`src/rtl/commit_trace_buffer_if.sv`:
```
// commit_trace_buffer_if
//   Bundles the writeback-stage commit port and the valid/ready drain port
//   of commit_trace_buffer.
//   master : the surrounding pipeline / trace consumer
//            (drives commit_* and out_ready; observes full and out_*)
//   slave  : commit_trace_buffer itself
//            (observes commit_* and out_ready; drives full and out_*)
interface commit_trace_buffer_if #(
  parameter int DATA_W = 16,
  parameter int REG_W  = 3,
  parameter int CNT_W  = 32
);
  // commit side
  logic              commit_valid;
  logic [DATA_W-1:0] commit_pc;
  logic              commit_regwrite;
  logic [REG_W-1:0]  commit_wreg;
  logic [DATA_W-1:0] commit_wdata;
  logic              commit_memread;
  logic              commit_memwrite;
  logic [DATA_W-1:0] commit_maddr;
  logic [DATA_W-1:0] commit_mdata;
  logic              commit_halt;
  logic              full;
  // drain side
  logic              out_valid;
  logic              out_ready;
  logic [CNT_W-1:0]  out_inum;
  logic [DATA_W-1:0] out_pc;
  logic              out_regwrite;
  logic [REG_W-1:0]  out_wreg;
  logic [DATA_W-1:0] out_wdata;
  logic              out_memread;
  logic              out_memwrite;
  logic [DATA_W-1:0] out_maddr;
  logic [DATA_W-1:0] out_mdata;
  logic              out_halt;

  modport master (
    output commit_valid, commit_pc, commit_regwrite, commit_wreg, commit_wdata,
           commit_memread, commit_memwrite, commit_maddr, commit_mdata, commit_halt,
           out_ready,
    input  full, out_valid, out_inum, out_pc, out_regwrite, out_wreg, out_wdata,
           out_memread, out_memwrite, out_maddr, out_mdata, out_halt
  );

  modport slave (
    input  commit_valid, commit_pc, commit_regwrite, commit_wreg, commit_wdata,
           commit_memread, commit_memwrite, commit_maddr, commit_mdata, commit_halt,
           out_ready,
    output full, out_valid, out_inum, out_pc, out_regwrite, out_wreg, out_wdata,
           out_memread, out_memwrite, out_maddr, out_mdata, out_halt
  );
endinterface

```
`src/rtl/commit_trace_buffer.sv`:
```
// commit_trace_buffer
//   Captures one retired-instruction record per cycle, tags it with a
//   0-based instruction number and queues it in a DEPTH-entry FIFO that is
//   drained over a valid/ready port. Also keeps instruction/cycle counters
//   and reports overflow, halt and drain completion.
// Ports:
//   clk, rst     clock, synchronous active-high reset
//   bus (slave)  commit_* record in, full out; out_valid/out_ready + out_* head
//   inst_count   number of accepted commits
//   cycle_count  cycles since reset, frozen once done
//   overflow     sticky: a commit was dropped because the FIFO was full
//   halted       a HALT record has been accepted; further commits ignored
//   done         halted and FIFO drained; held until reset
// Configuration:
//   COMMIT_TRACE_FILTER_EN  when defined, commits that write neither a
//   register nor memory and are not HALT are counted but not enqueued.
module commit_trace_buffer #(
  parameter int DATA_W = 16,
  parameter int REG_W  = 3,
  parameter int DEPTH  = 8,
  parameter int CNT_W  = 32
) (
  input  logic             clk,
  input  logic             rst,
  commit_trace_buffer_if.slave bus,
  output logic [CNT_W-1:0] inst_count,
  output logic [CNT_W-1:0] cycle_count,
  output logic             overflow,
  output logic             halted,
  output logic             done
);
  localparam int AW = $clog2(DEPTH);

  typedef struct packed {
    logic [CNT_W-1:0]  inum;
    logic [DATA_W-1:0] pc;
    logic              regwrite;
    logic [REG_W-1:0]  wreg;
    logic [DATA_W-1:0] wdata;
    logic              memread;
    logic              memwrite;
    logic [DATA_W-1:0] maddr;
    logic [DATA_W-1:0] mdata;
    logic              halt;
  } rec_t;

  rec_t mem [DEPTH];

  // Pointers carry one extra wrap bit so full and empty are distinguishable.
  logic [AW:0]      wrPtrReg, rdPtrReg, wrPtrNext, rdPtrNext;
  logic             fullReg, outValidReg, overflowReg, haltedReg, doneReg;
  logic             haltedNext;
  logic [CNT_W-1:0] instCountReg, cycleCountReg;
  logic             pop, live, enqueueable, push, countIt, drop;
  rec_t             newRec, headRec;

  always_comb begin
    pop  = outValidReg && bus.out_ready;
    live = bus.commit_valid && !haltedReg;
`ifdef COMMIT_TRACE_FILTER_EN
    enqueueable = bus.commit_regwrite || bus.commit_memwrite || bus.commit_halt;
`else
    enqueueable = 1'b1;
`endif
    // A pop on the same edge frees the slot, so a full FIFO still accepts.
    push    = live && enqueueable && (!fullReg || pop);
    drop    = live && enqueueable && fullReg && !pop;
    countIt = push || (live && !enqueueable);

    wrPtrNext  = wrPtrReg + {{AW{1'b0}}, push};
    rdPtrNext  = rdPtrReg + {{AW{1'b0}}, pop};
    haltedNext = haltedReg || (push && bus.commit_halt);

    newRec.inum     = instCountReg;
    newRec.pc       = bus.commit_pc;
    newRec.regwrite = bus.commit_regwrite;
    newRec.wreg     = bus.commit_wreg;
    newRec.wdata    = bus.commit_wdata;
    newRec.memread  = bus.commit_memread;
    newRec.memwrite = bus.commit_memwrite;
    newRec.maddr    = bus.commit_maddr;
    newRec.mdata    = bus.commit_mdata;
    newRec.halt     = bus.commit_halt;
  end

  // Storage has no reset; only the pointers define which entries are live.
  always_ff @(posedge clk) begin
    if (push) mem[wrPtrReg[AW-1:0]] <= newRec;
  end

  always_ff @(posedge clk) begin
    if (rst) begin
      wrPtrReg      <= '0;
      rdPtrReg      <= '0;
      fullReg       <= 1'b0;
      outValidReg   <= 1'b0;
      overflowReg   <= 1'b0;
      haltedReg     <= 1'b0;
      doneReg       <= 1'b0;
      instCountReg  <= '0;
      cycleCountReg <= '0;
    end else begin
      wrPtrReg    <= wrPtrNext;
      rdPtrReg    <= rdPtrNext;
      // Flags are computed from the post-update pointers so they describe
      // the occupancy after this cycle's push/pop.
      fullReg     <= (wrPtrNext[AW] != rdPtrNext[AW]) &&
                     (wrPtrNext[AW-1:0] == rdPtrNext[AW-1:0]);
      outValidReg <= (wrPtrNext != rdPtrNext);
      haltedReg   <= haltedNext;
      if (drop) overflowReg <= 1'b1;
      if (countIt) instCountReg <= instCountReg + 1'b1;
      if (!doneReg) cycleCountReg <= cycleCountReg + 1'b1;
      // Using next-state values makes done rise the cycle after the HALT
      // record is popped.
      doneReg <= doneReg || (haltedNext && (wrPtrNext == rdPtrNext));
    end
  end

  // Head fields read zero whenever nothing is queued (including after reset).
  assign headRec = outValidReg ? mem[rdPtrReg[AW-1:0]] : '0;

  assign bus.full         = fullReg;
  assign bus.out_valid    = outValidReg;
  assign bus.out_inum     = headRec.inum;
  assign bus.out_pc       = headRec.pc;
  assign bus.out_regwrite = headRec.regwrite;
  assign bus.out_wreg     = headRec.wreg;
  assign bus.out_wdata    = headRec.wdata;
  assign bus.out_memread  = headRec.memread;
  assign bus.out_memwrite = headRec.memwrite;
  assign bus.out_maddr    = headRec.maddr;
  assign bus.out_mdata    = headRec.mdata;
  assign bus.out_halt     = headRec.halt;

  assign inst_count  = instCountReg;
  assign cycle_count = cycleCountReg;
  assign overflow    = overflowReg;
  assign halted      = haltedReg;
  assign done        = doneReg;
endmodule

```
`src/flat_wrapper.sv`:
```
// flat-port wrapper written by rule: the top's interface ports become plain ports
module commit_trace_buffer_flat 
#(
  parameter int DATA_W = 16,
  parameter int REG_W  = 3,
  parameter int DEPTH  = 8,
  parameter int CNT_W  = 32
)
  (clk, rst, inst_count, cycle_count, overflow, halted, done, bus_commit_valid, bus_commit_pc, bus_commit_regwrite, bus_commit_wreg, bus_commit_wdata, bus_commit_memread, bus_commit_memwrite, bus_commit_maddr, bus_commit_mdata, bus_commit_halt, bus_out_ready, bus_full, bus_out_valid, bus_out_inum, bus_out_pc, bus_out_regwrite, bus_out_wreg, bus_out_wdata, bus_out_memread, bus_out_memwrite, bus_out_maddr, bus_out_mdata, bus_out_halt);
  commit_trace_buffer_if #(.DATA_W(DATA_W), .REG_W(REG_W), .CNT_W(CNT_W)) bus_i ();
  input  logic clk;
  input  logic rst;
  output logic [CNT_W-1:0] inst_count;
  output logic [CNT_W-1:0] cycle_count;
  output logic overflow;
  output logic halted;
  output logic done;
  input wire logic [$bits(bus_i.commit_valid)-1:0] bus_commit_valid;
  input wire logic [$bits(bus_i.commit_pc)-1:0] bus_commit_pc;
  input wire logic [$bits(bus_i.commit_regwrite)-1:0] bus_commit_regwrite;
  input wire logic [$bits(bus_i.commit_wreg)-1:0] bus_commit_wreg;
  input wire logic [$bits(bus_i.commit_wdata)-1:0] bus_commit_wdata;
  input wire logic [$bits(bus_i.commit_memread)-1:0] bus_commit_memread;
  input wire logic [$bits(bus_i.commit_memwrite)-1:0] bus_commit_memwrite;
  input wire logic [$bits(bus_i.commit_maddr)-1:0] bus_commit_maddr;
  input wire logic [$bits(bus_i.commit_mdata)-1:0] bus_commit_mdata;
  input wire logic [$bits(bus_i.commit_halt)-1:0] bus_commit_halt;
  input wire logic [$bits(bus_i.out_ready)-1:0] bus_out_ready;
  output wire logic [$bits(bus_i.full)-1:0] bus_full;
  output wire logic [$bits(bus_i.out_valid)-1:0] bus_out_valid;
  output wire logic [$bits(bus_i.out_inum)-1:0] bus_out_inum;
  output wire logic [$bits(bus_i.out_pc)-1:0] bus_out_pc;
  output wire logic [$bits(bus_i.out_regwrite)-1:0] bus_out_regwrite;
  output wire logic [$bits(bus_i.out_wreg)-1:0] bus_out_wreg;
  output wire logic [$bits(bus_i.out_wdata)-1:0] bus_out_wdata;
  output wire logic [$bits(bus_i.out_memread)-1:0] bus_out_memread;
  output wire logic [$bits(bus_i.out_memwrite)-1:0] bus_out_memwrite;
  output wire logic [$bits(bus_i.out_maddr)-1:0] bus_out_maddr;
  output wire logic [$bits(bus_i.out_mdata)-1:0] bus_out_mdata;
  output wire logic [$bits(bus_i.out_halt)-1:0] bus_out_halt;
  assign bus_i.commit_valid = bus_commit_valid;
  assign bus_i.commit_pc = bus_commit_pc;
  assign bus_i.commit_regwrite = bus_commit_regwrite;
  assign bus_i.commit_wreg = bus_commit_wreg;
  assign bus_i.commit_wdata = bus_commit_wdata;
  assign bus_i.commit_memread = bus_commit_memread;
  assign bus_i.commit_memwrite = bus_commit_memwrite;
  assign bus_i.commit_maddr = bus_commit_maddr;
  assign bus_i.commit_mdata = bus_commit_mdata;
  assign bus_i.commit_halt = bus_commit_halt;
  assign bus_i.out_ready = bus_out_ready;
  assign bus_full = bus_i.full;
  assign bus_out_valid = bus_i.out_valid;
  assign bus_out_inum = bus_i.out_inum;
  assign bus_out_pc = bus_i.out_pc;
  assign bus_out_regwrite = bus_i.out_regwrite;
  assign bus_out_wreg = bus_i.out_wreg;
  assign bus_out_wdata = bus_i.out_wdata;
  assign bus_out_memread = bus_i.out_memread;
  assign bus_out_memwrite = bus_i.out_memwrite;
  assign bus_out_maddr = bus_i.out_maddr;
  assign bus_out_mdata = bus_i.out_mdata;
  assign bus_out_halt = bus_i.out_halt;
  commit_trace_buffer #(.DATA_W(DATA_W), .REG_W(REG_W), .DEPTH(DEPTH), .CNT_W(CNT_W)) u_core (.clk(clk), .rst(rst), .bus(bus_i), .inst_count(inst_count), .cycle_count(cycle_count), .overflow(overflow), .halted(halted), .done(done));
endmodule
```
`config.mk`:
```
export PLATFORM = sky130hd
export DESIGN_NAME = commit_trace_buffer_flat
export DESIGN_NICKNAME = d
export VERILOG_FILES = /design/src/rtl/commit_trace_buffer_if.sv /design/src/rtl/commit_trace_buffer.sv /design/src/flat_wrapper.sv
export SDC_FILE = /design/constraint.sdc
export NUM_CORES = 1
export LEC_CHECK = 0
export ABC_AREA = 1
export BUFFER_PORTS_ARGS = -buffer_cell sky130_fd_sc_hd__buf_4
export CAP_MARGIN = 0
export CORE_MARGIN = 3
export CORE_UTILIZATION = 60
export CTS_BUF_LIST = sky130_fd_sc_hd__clkbuf_8
export DETAILED_ROUTE_END_ITERATION = 10
export MAX_ROUTING_LAYER = met4
export PLACE_DENSITY = 0.84
export RECOVER_POWER = 25
export SLEW_MARGIN = 20
export SYNTH_ARGS = -nofsm -noshare
export SYNTH_HDL_FRONTEND = slang
export SYNTH_SLANG_ARGS = --single-unit
export TNS_END_PERCENT = 5
```
`constraint.sdc`:
```
create_clock -name clk -period 8 [get_ports clk]
set_clock_uncertainty 0.2 [all_clocks]
set_input_delay 1.2 -clock clk [delete_from_list [all_inputs] [get_ports clk]]
set_output_delay 1.2 -clock clk [all_outputs]
set_load 0.005 [all_outputs]
```
## After elaboration in Yosys (flattened, before gate mapping)

Memory sizes are Yosys's and may differ from the RTL's. A register that Yosys moved wholly into a read port is not among the register bits.
Cells that the tools add are included.

| word-level totals | value |
|---|---|
| memories | 1 |
| output and inout bits | 172 |
| bits in writable memories | 824 |
| input bits | 75 |
| register bits | 77 |
| word-level logic and storage cells | 36 |

Memories:

| memory | words | bits a word | rd ports | clocked after Yosys merged registers in | wr ports | RTL line | text |
|---|---|---|---|---|---|---|---|
| u_core.mem | 8 | 103 | 1 | 1 | 1 | commit_trace_buffer.sv:47 | `rec_t mem [DEPTH];` |

| operators by class | value |
|---|---|
| muxes and demuxes | 4 |
| add/subtract/negate cells | 4 |
| equality and inequality tests | 4 |
| reductions and logical operators | 14 |

Operator list:

| kind | number |
|---|---|
| $mux 103 | 1 |
| $add 32x1->32 const B | 2 |
| $add 4x1->4 | 2 |
| $logic_and 1x1->1 | 8 |
| $eq 4x4->1 | 1 |
| $ne 4x4->1 | 1 |
| $eq 3x3->1 | 1 |
| $logic_not 1->1 | 3 |
| $logic_or 1x1->1 | 3 |
| $mux 3 | 1 |
| $mux 1 | 2 |
| $ne 1x1->1 | 1 |

## Logic depth before layout (Yosys ltp)

| depth | value |
|---|---|
| word-level depth | 7 |
| depth in mapped cells | 13 |
| mapped depth without buffers | 13 |

## Worst setup path after synthesis

No wires, ideal clock.

| timing | value |
|---|---|
| path kind | input to register |
| start | input bus_commit_valid |
| end | memory u_core.mem[0][0] in the netlist's numbering, enable pin |
| setup slack | 0.977 ns |
| data required time | 7.234 ns |
| stages | 6 |
| arrival time | 6.257 ns |
| buffers on the path | 1 |
| setup time | 0.566 ns |
| cell sequence | inv_1 nor2_1 nand2_4 buf_6 or2_2 nor2_1 |

| on the way | value |
|---|---|
| longest elaborated chain between the ends | 4 |

Ends and longest elaborated chain:

| item | RTL line | text |
|---|---|---|
| start, declared | flat_wrapper.sv:18 | `input wire logic [$bits(bus_i.commit_valid)-1:0] bus_commit_valid;` |
| $logic_and 1x1->1 | commit_trace_buffer.sv:59 | `live = bus.commit_valid && !haltedReg;` |
| $logic_and 1x1->1 | commit_trace_buffer.sv:66 | `push = live && enqueueable && (!fullReg \|\| pop);` |
| $mux 1 | commit_trace_buffer.sv:88 | `if (push) mem[wrPtrReg[AW-1:0]] <= newRec;` |
| $mux 1 (not written as such) | commit_trace_buffer.sv:88 |  |
| end, declared | commit_trace_buffer.sv:47 |  |

No other way between the ends.

==> impl_summary.log <==
[metrics] status: finished, final reports clean
[metrics] detailed-routing iteration count for the pre-antenna-repair pass: 5
[metrics] Worst-Margin Slew: about 1.1 ns
[metrics] final weighted congestion in routability-driven placement: 0.9057
[metrics] dominant combinational cell family by area after synthesis: simple AND/OR/NAND/NOR gates
[metrics] setup repair after global routing missed its margin: false
[metrics] Reg2Reg Launch Point: u_core.bus.out_valid
[metrics] cell area after synthesis: 0.03630 mm^2
[metrics] number of global-route vias before repair: about 24000
[metrics] adder and majority cell fraction of the synthesized area: less than 1%
[metrics] most used standard cells in the synthesized netlist: sky130_fd_sc_hd__edfxtp_1, sky130_fd_sc_hd__nor2_1, sky130_fd_sc_hd__o21ai_0, sky130_fd_sc_hd__o21ai_1, sky130_fd_sc_hd__nand2_1
[metrics] Final Core Density: 68.52%
[metrics] largest net degree at the start of global routing: 252
[metrics] type of the most critical hold path: reg -> reg
[metrics] Chip Height: 252.0 um
[metrics] Worst path slowest cell: sky130_fd_sc_hd__buf_4
[metrics] Post-Synth XOR/XNOR Area: less than 1%
[metrics] final hold violation count: 0
[metrics] CTS tree: yes
[metrics] endpoint kind of the worst setup timing path: output pin
[metrics] global router's overall resource usage: 27.47%
[metrics] # port buffers: 246
[metrics] floorplan core area: 0.05946 mm^2
[metrics] setup slack at placement: between 3 and 4 ns
[metrics] register bit total from synthesis: 901
[metrics] setup TNS: 0 ns
[metrics] Crit Path Category: reg -> out
[metrics] Initial Utilization: roughly three fifths
[metrics] Num Clock Sinks: 901
[metrics] library cell occupying the most area in the post-synthesis netlist: sky130_fd_sc_hd__edfxtp_1
[metrics] area growth from synthesis to final layout: 12.23%
[metrics] DR WL/cell: 21.07 um
[metrics] hold worst-path end: u_core.overflow
[metrics] WP data required: around 6.6 ns
[metrics] area fraction in compound gates after synthesis: 9.630%
[metrics] proportion of synthesized chip area in sequential cells: 72.40%
[metrics] wire length of the first global-routing pass: 130600 um
[metrics] Die Footprint: 0.06349 mm^2
[metrics] dominant cells by area after synthesis: sky130_fd_sc_hd__edfxtp_1, sky130_fd_sc_hd__nor2_1, sky130_fd_sc_hd__o21ai_0
[metrics] average size of a mapped cell: 12.26 um^2
[metrics] pins over their slew limit: 0
[metrics] CP cell instances: buf_4 > buf_12 > buf_16 > nor2_1 > nor2_1 > o21ai_1 > o21ai_1 > o21ai_1 > nor2_1 > buf_4
[metrics] initial antenna violation count: 3
[metrics] most frequently used cell type in the post-synthesis netlist: sky130_fd_sc_hd__edfxtp_1
[metrics] max_slew headroom: 26.53%
[metrics] critical-path maximum fanout: 163
[metrics] worst r2r dst: u_core.mem[7][89]
[metrics] synthesis warning total: 0
[metrics] ys async rst share: 0%
[metrics] type of origin of the critical path: register
[metrics] Root Buffer: sky130_fd_sc_hd__clkbuf_8
[metrics] Rows: 89
[metrics] total vias in the final route: between 20000 and 25000
[metrics] number of enable-type register cells in the synthesized netlist: 824
[metrics] clock insertion delay at the later pin of the skew report: approximately 0.77 ns
[metrics] worst stage delay on the critical path: 0.85 ns
[metrics] multiplexer fraction of the synthesized cell area: 2.840%
[metrics] antenna-violating nets left: 0
[metrics] filler-free cell count of the finished design: 4082
[metrics] number of filler cells placed in the layout: 3964
[metrics] post-synthesis cell count: 2961
[metrics] width of the die: roughly 250 um
[metrics] buffer count from post-CTS setup fixing: 0
[metrics] average via count per standard cell: 5.935
[metrics] number of hold buffers added after CTS: 0
[metrics] total wire length: about 86000 um
[metrics] Max clock buf depth: 3
[metrics] number of distinct standard cells referenced by the synthesized netlist: 41
[metrics] Final #Nets: roughly 3300
[metrics] fraction of the mapped netlist area in simple logic gates: 11.02%
[metrics] Synth top area share: 68.16%
[metrics] number of primary I/O pins: 247
[metrics] number of levels in the clock H-tree: 4
[metrics] clock slew at the register clock pins of the worst setup and hold paths: approximately 0.060 ns
[metrics] final critical path time including I/O delays and setup: around 5.6 ns
[metrics] number of gates resized after CTS: 0
[metrics] number of DRC markers in iteration 0: 2503
[metrics] VDD IR-drop max: 0.1683 mV
[metrics] data arrival time at the worst-slack endpoint: between 4 and 5 ns
[metrics] final HPWL from detailed placement: 45560 um
[metrics] dpl cells: 3841
[metrics] depth of the worst hold-timing path: 2
[metrics] number of clock buffers inserted by TritonCTS: between 100 and 150
[metrics] final critical-path setup slack: 2.410 ns
[metrics] ratio of final minimum period to clock period: 69.87%
[metrics] total nets after synthesis: 3042
[metrics] worst hold start: u_core.overflow
[metrics] number of setup violations in the final report: 0
[metrics] flop-to-flop setup slack: 4.03 ns
[metrics] cell area power density: 239.3 mW/mm^2
[metrics] f_max: roughly 0.18 GHz
[metrics] Static Leakage: 13.98 nW
[metrics] sum of overflow across all layers after global routing: 0
[metrics] leading register cell type out of synthesis: sky130_fd_sc_hd__edfxtp_1
[metrics] Max Cap Violations: 0
[metrics] proportion of layout cells with a drive suffix above 1: 12.41%
[metrics] number of cells on the worst reg-to-reg path: 8
[metrics] number of design rule violations left after detail routing: 0
[metrics] total power after layout: slightly below 10 mW
-- worst max path at each step --
stage | startpoint | to | slack, ns | depth (start not counted)
CTS | u_core.rdPtrReg[0] | bus_out_inum[19] | 2.51 | 7
global route | u_core.rdPtrReg[0] | bus_out_wdata[5] | 2.26 | 10
floorplan | bus_commit_valid | u_core.mem[0][0] | 0.98 | 6
global placement | u_core.rdPtrReg[0] | bus_out_inum[15] | 3.38 | 9
detailed placement | u_core.rdPtrReg[0] | bus_out_inum[19] | 3.36 | 7
finish | u_core.rdPtrReg[0] | bus_out_inum[18] | 2.41 | 10
-- layer usage --
layer	GRT usage, %	vias to the layer above	routed length, um
met5	-	-	0
met4	9.921	0	1968
met3	5.670	158	8155
met2	43.93	1214	42920
met1	35.32	11740	32960
li1	-	11120	-
-- area by class of cell --
class	count	area [um^2]	share of cell area, %
multi-input combinational	1799	8795	21.58
clock buffer	149	2051	5.033
timing repair buffer	278	1906	4.677
inverter	91	350.3	0.8598
sequential	901	26300	64.55
clock inverter	86	364.1	0.8936
antenna	5	12.51	0.03071
tap	773	967.2	2.374
-- state kept, by name (all words and copies together), names as in the netlist --
register,cells
u_core.done,1
u_core.bus.out_valid,1
u_core.inst_count,32
u_core.bus.full,1
u_core.wrPtrReg,4
u_core.halted,1
u_core.cycle_count,32
u_core.overflow,1
u_core.rdPtrReg,4
u_core.mem,824
-- report_power, final --
| group | total, mW | switching, mW | internal [mW] |
|---|---|---|---|
| combinational | 1.07 | 0.693 | 0.376 |
| clock | 3.38 | 1.68 | 1.70 |
| sequential | 5.30 | 0.0642 | 5.24 |
-- placed cells by master (no fill, tap or decap), types with 2 or more instances in the layout --
cell type / netlist / final
sky130_fd_sc_hd__inv_1: 86 / 126
sky130_fd_sc_hd__mux2i_1: 103 / 103
sky130_fd_sc_hd__o21a_1: 3 / 3
sky130_fd_sc_hd__a21oi_1: 22 / 22
sky130_fd_sc_hd__o22ai_1: 103 / 103
sky130_fd_sc_hd__clkinv_2: 0 / 17
sky130_fd_sc_hd__nor2_2: 7 / 7
sky130_fd_sc_hd__nor2_1: 759 / 751
sky130_fd_sc_hd__diode_2: 0 / 5
sky130_fd_sc_hd__nand3_1: 39 / 39
sky130_fd_sc_hd__nand2_2: 2 / 2
sky130_fd_sc_hd__ha_1: 6 / 6
sky130_fd_sc_hd__a31oi_1: 3 / 3
sky130_fd_sc_hd__nor3_1: 11 / 11
sky130_fd_sc_hd__clkbuf_8: 0 / 149
sky130_fd_sc_hd__clkinvlp_4: 0 / 3
sky130_fd_sc_hd__buf_4: 20 / 202
sky130_fd_sc_hd__nand2b_1: 2 / 2
sky130_fd_sc_hd__clkinv_1: 1 / 26
sky130_fd_sc_hd__clkbuf_1: 83 / 69
sky130_fd_sc_hd__and2_1: 2 / 2
sky130_fd_sc_hd__xnor2_1: 6 / 6
sky130_fd_sc_hd__dfxtp_1: 77 / 73
sky130_fd_sc_hd__nand2_1: 147 / 147
sky130_fd_sc_hd__a211oi_1: 2 / 2
sky130_fd_sc_hd__nand4_1: 25 / 25
sky130_fd_sc_hd__o21ai_0: 338 / 338
sky130_fd_sc_hd__xor2_1: 9 / 9
sky130_fd_sc_hd__dfxtp_4: 0 / 4
sky130_fd_sc_hd__edfxtp_1: 824 / 824
sky130_fd_sc_hd__buf_6: 24 / 2
sky130_fd_sc_hd__inv_2: 4 / 2
sky130_fd_sc_hd__nor2_4: 1 / 9
sky130_fd_sc_hd__inv_6: 0 / 2
sky130_fd_sc_hd__nor3b_1: 5 / 5
sky130_fd_sc_hd__o21ai_1: 197 / 197
sky130_fd_sc_hd__buf_12: 1 / 4
-- critical path: cells and delay by family (launching register included) --
kind	cells	cell delay, ns
AO/OA/AOI/OAI	3	0.26
AND/OR/NAND/NOR	3	0.58
flip-flops	1	0.37
buffers and inverters	4	1.93
-- cell families (layout without fill, tap and decap cells) --
group,count (synthesis),in the layout
XOR/XNOR,15,15
flip-flops,901,901
AND/OR/NAND/NOR,1006,1006
adder cells (fa/ha/maj),6,6
AO/OA/AOI/OAI,669,669
other,0,5
multiplexers,103,103
buffers and inverters,261,604
-- per-stage QoR --
| stage | hold slack, ns | instance area, um^2 |
|---|---|---|
| finish | 0.3062 | 40750 |
| global route | 0.3311 | 40740 |
| CTS | 0.2960 | 40960 |
| detailed placement | 0.2631 | 38540 |
| global placement | 0.2838 | 38540 |
| floorplan | 0.2605 | 36300 |
Power figures use the tool's default switching activity.
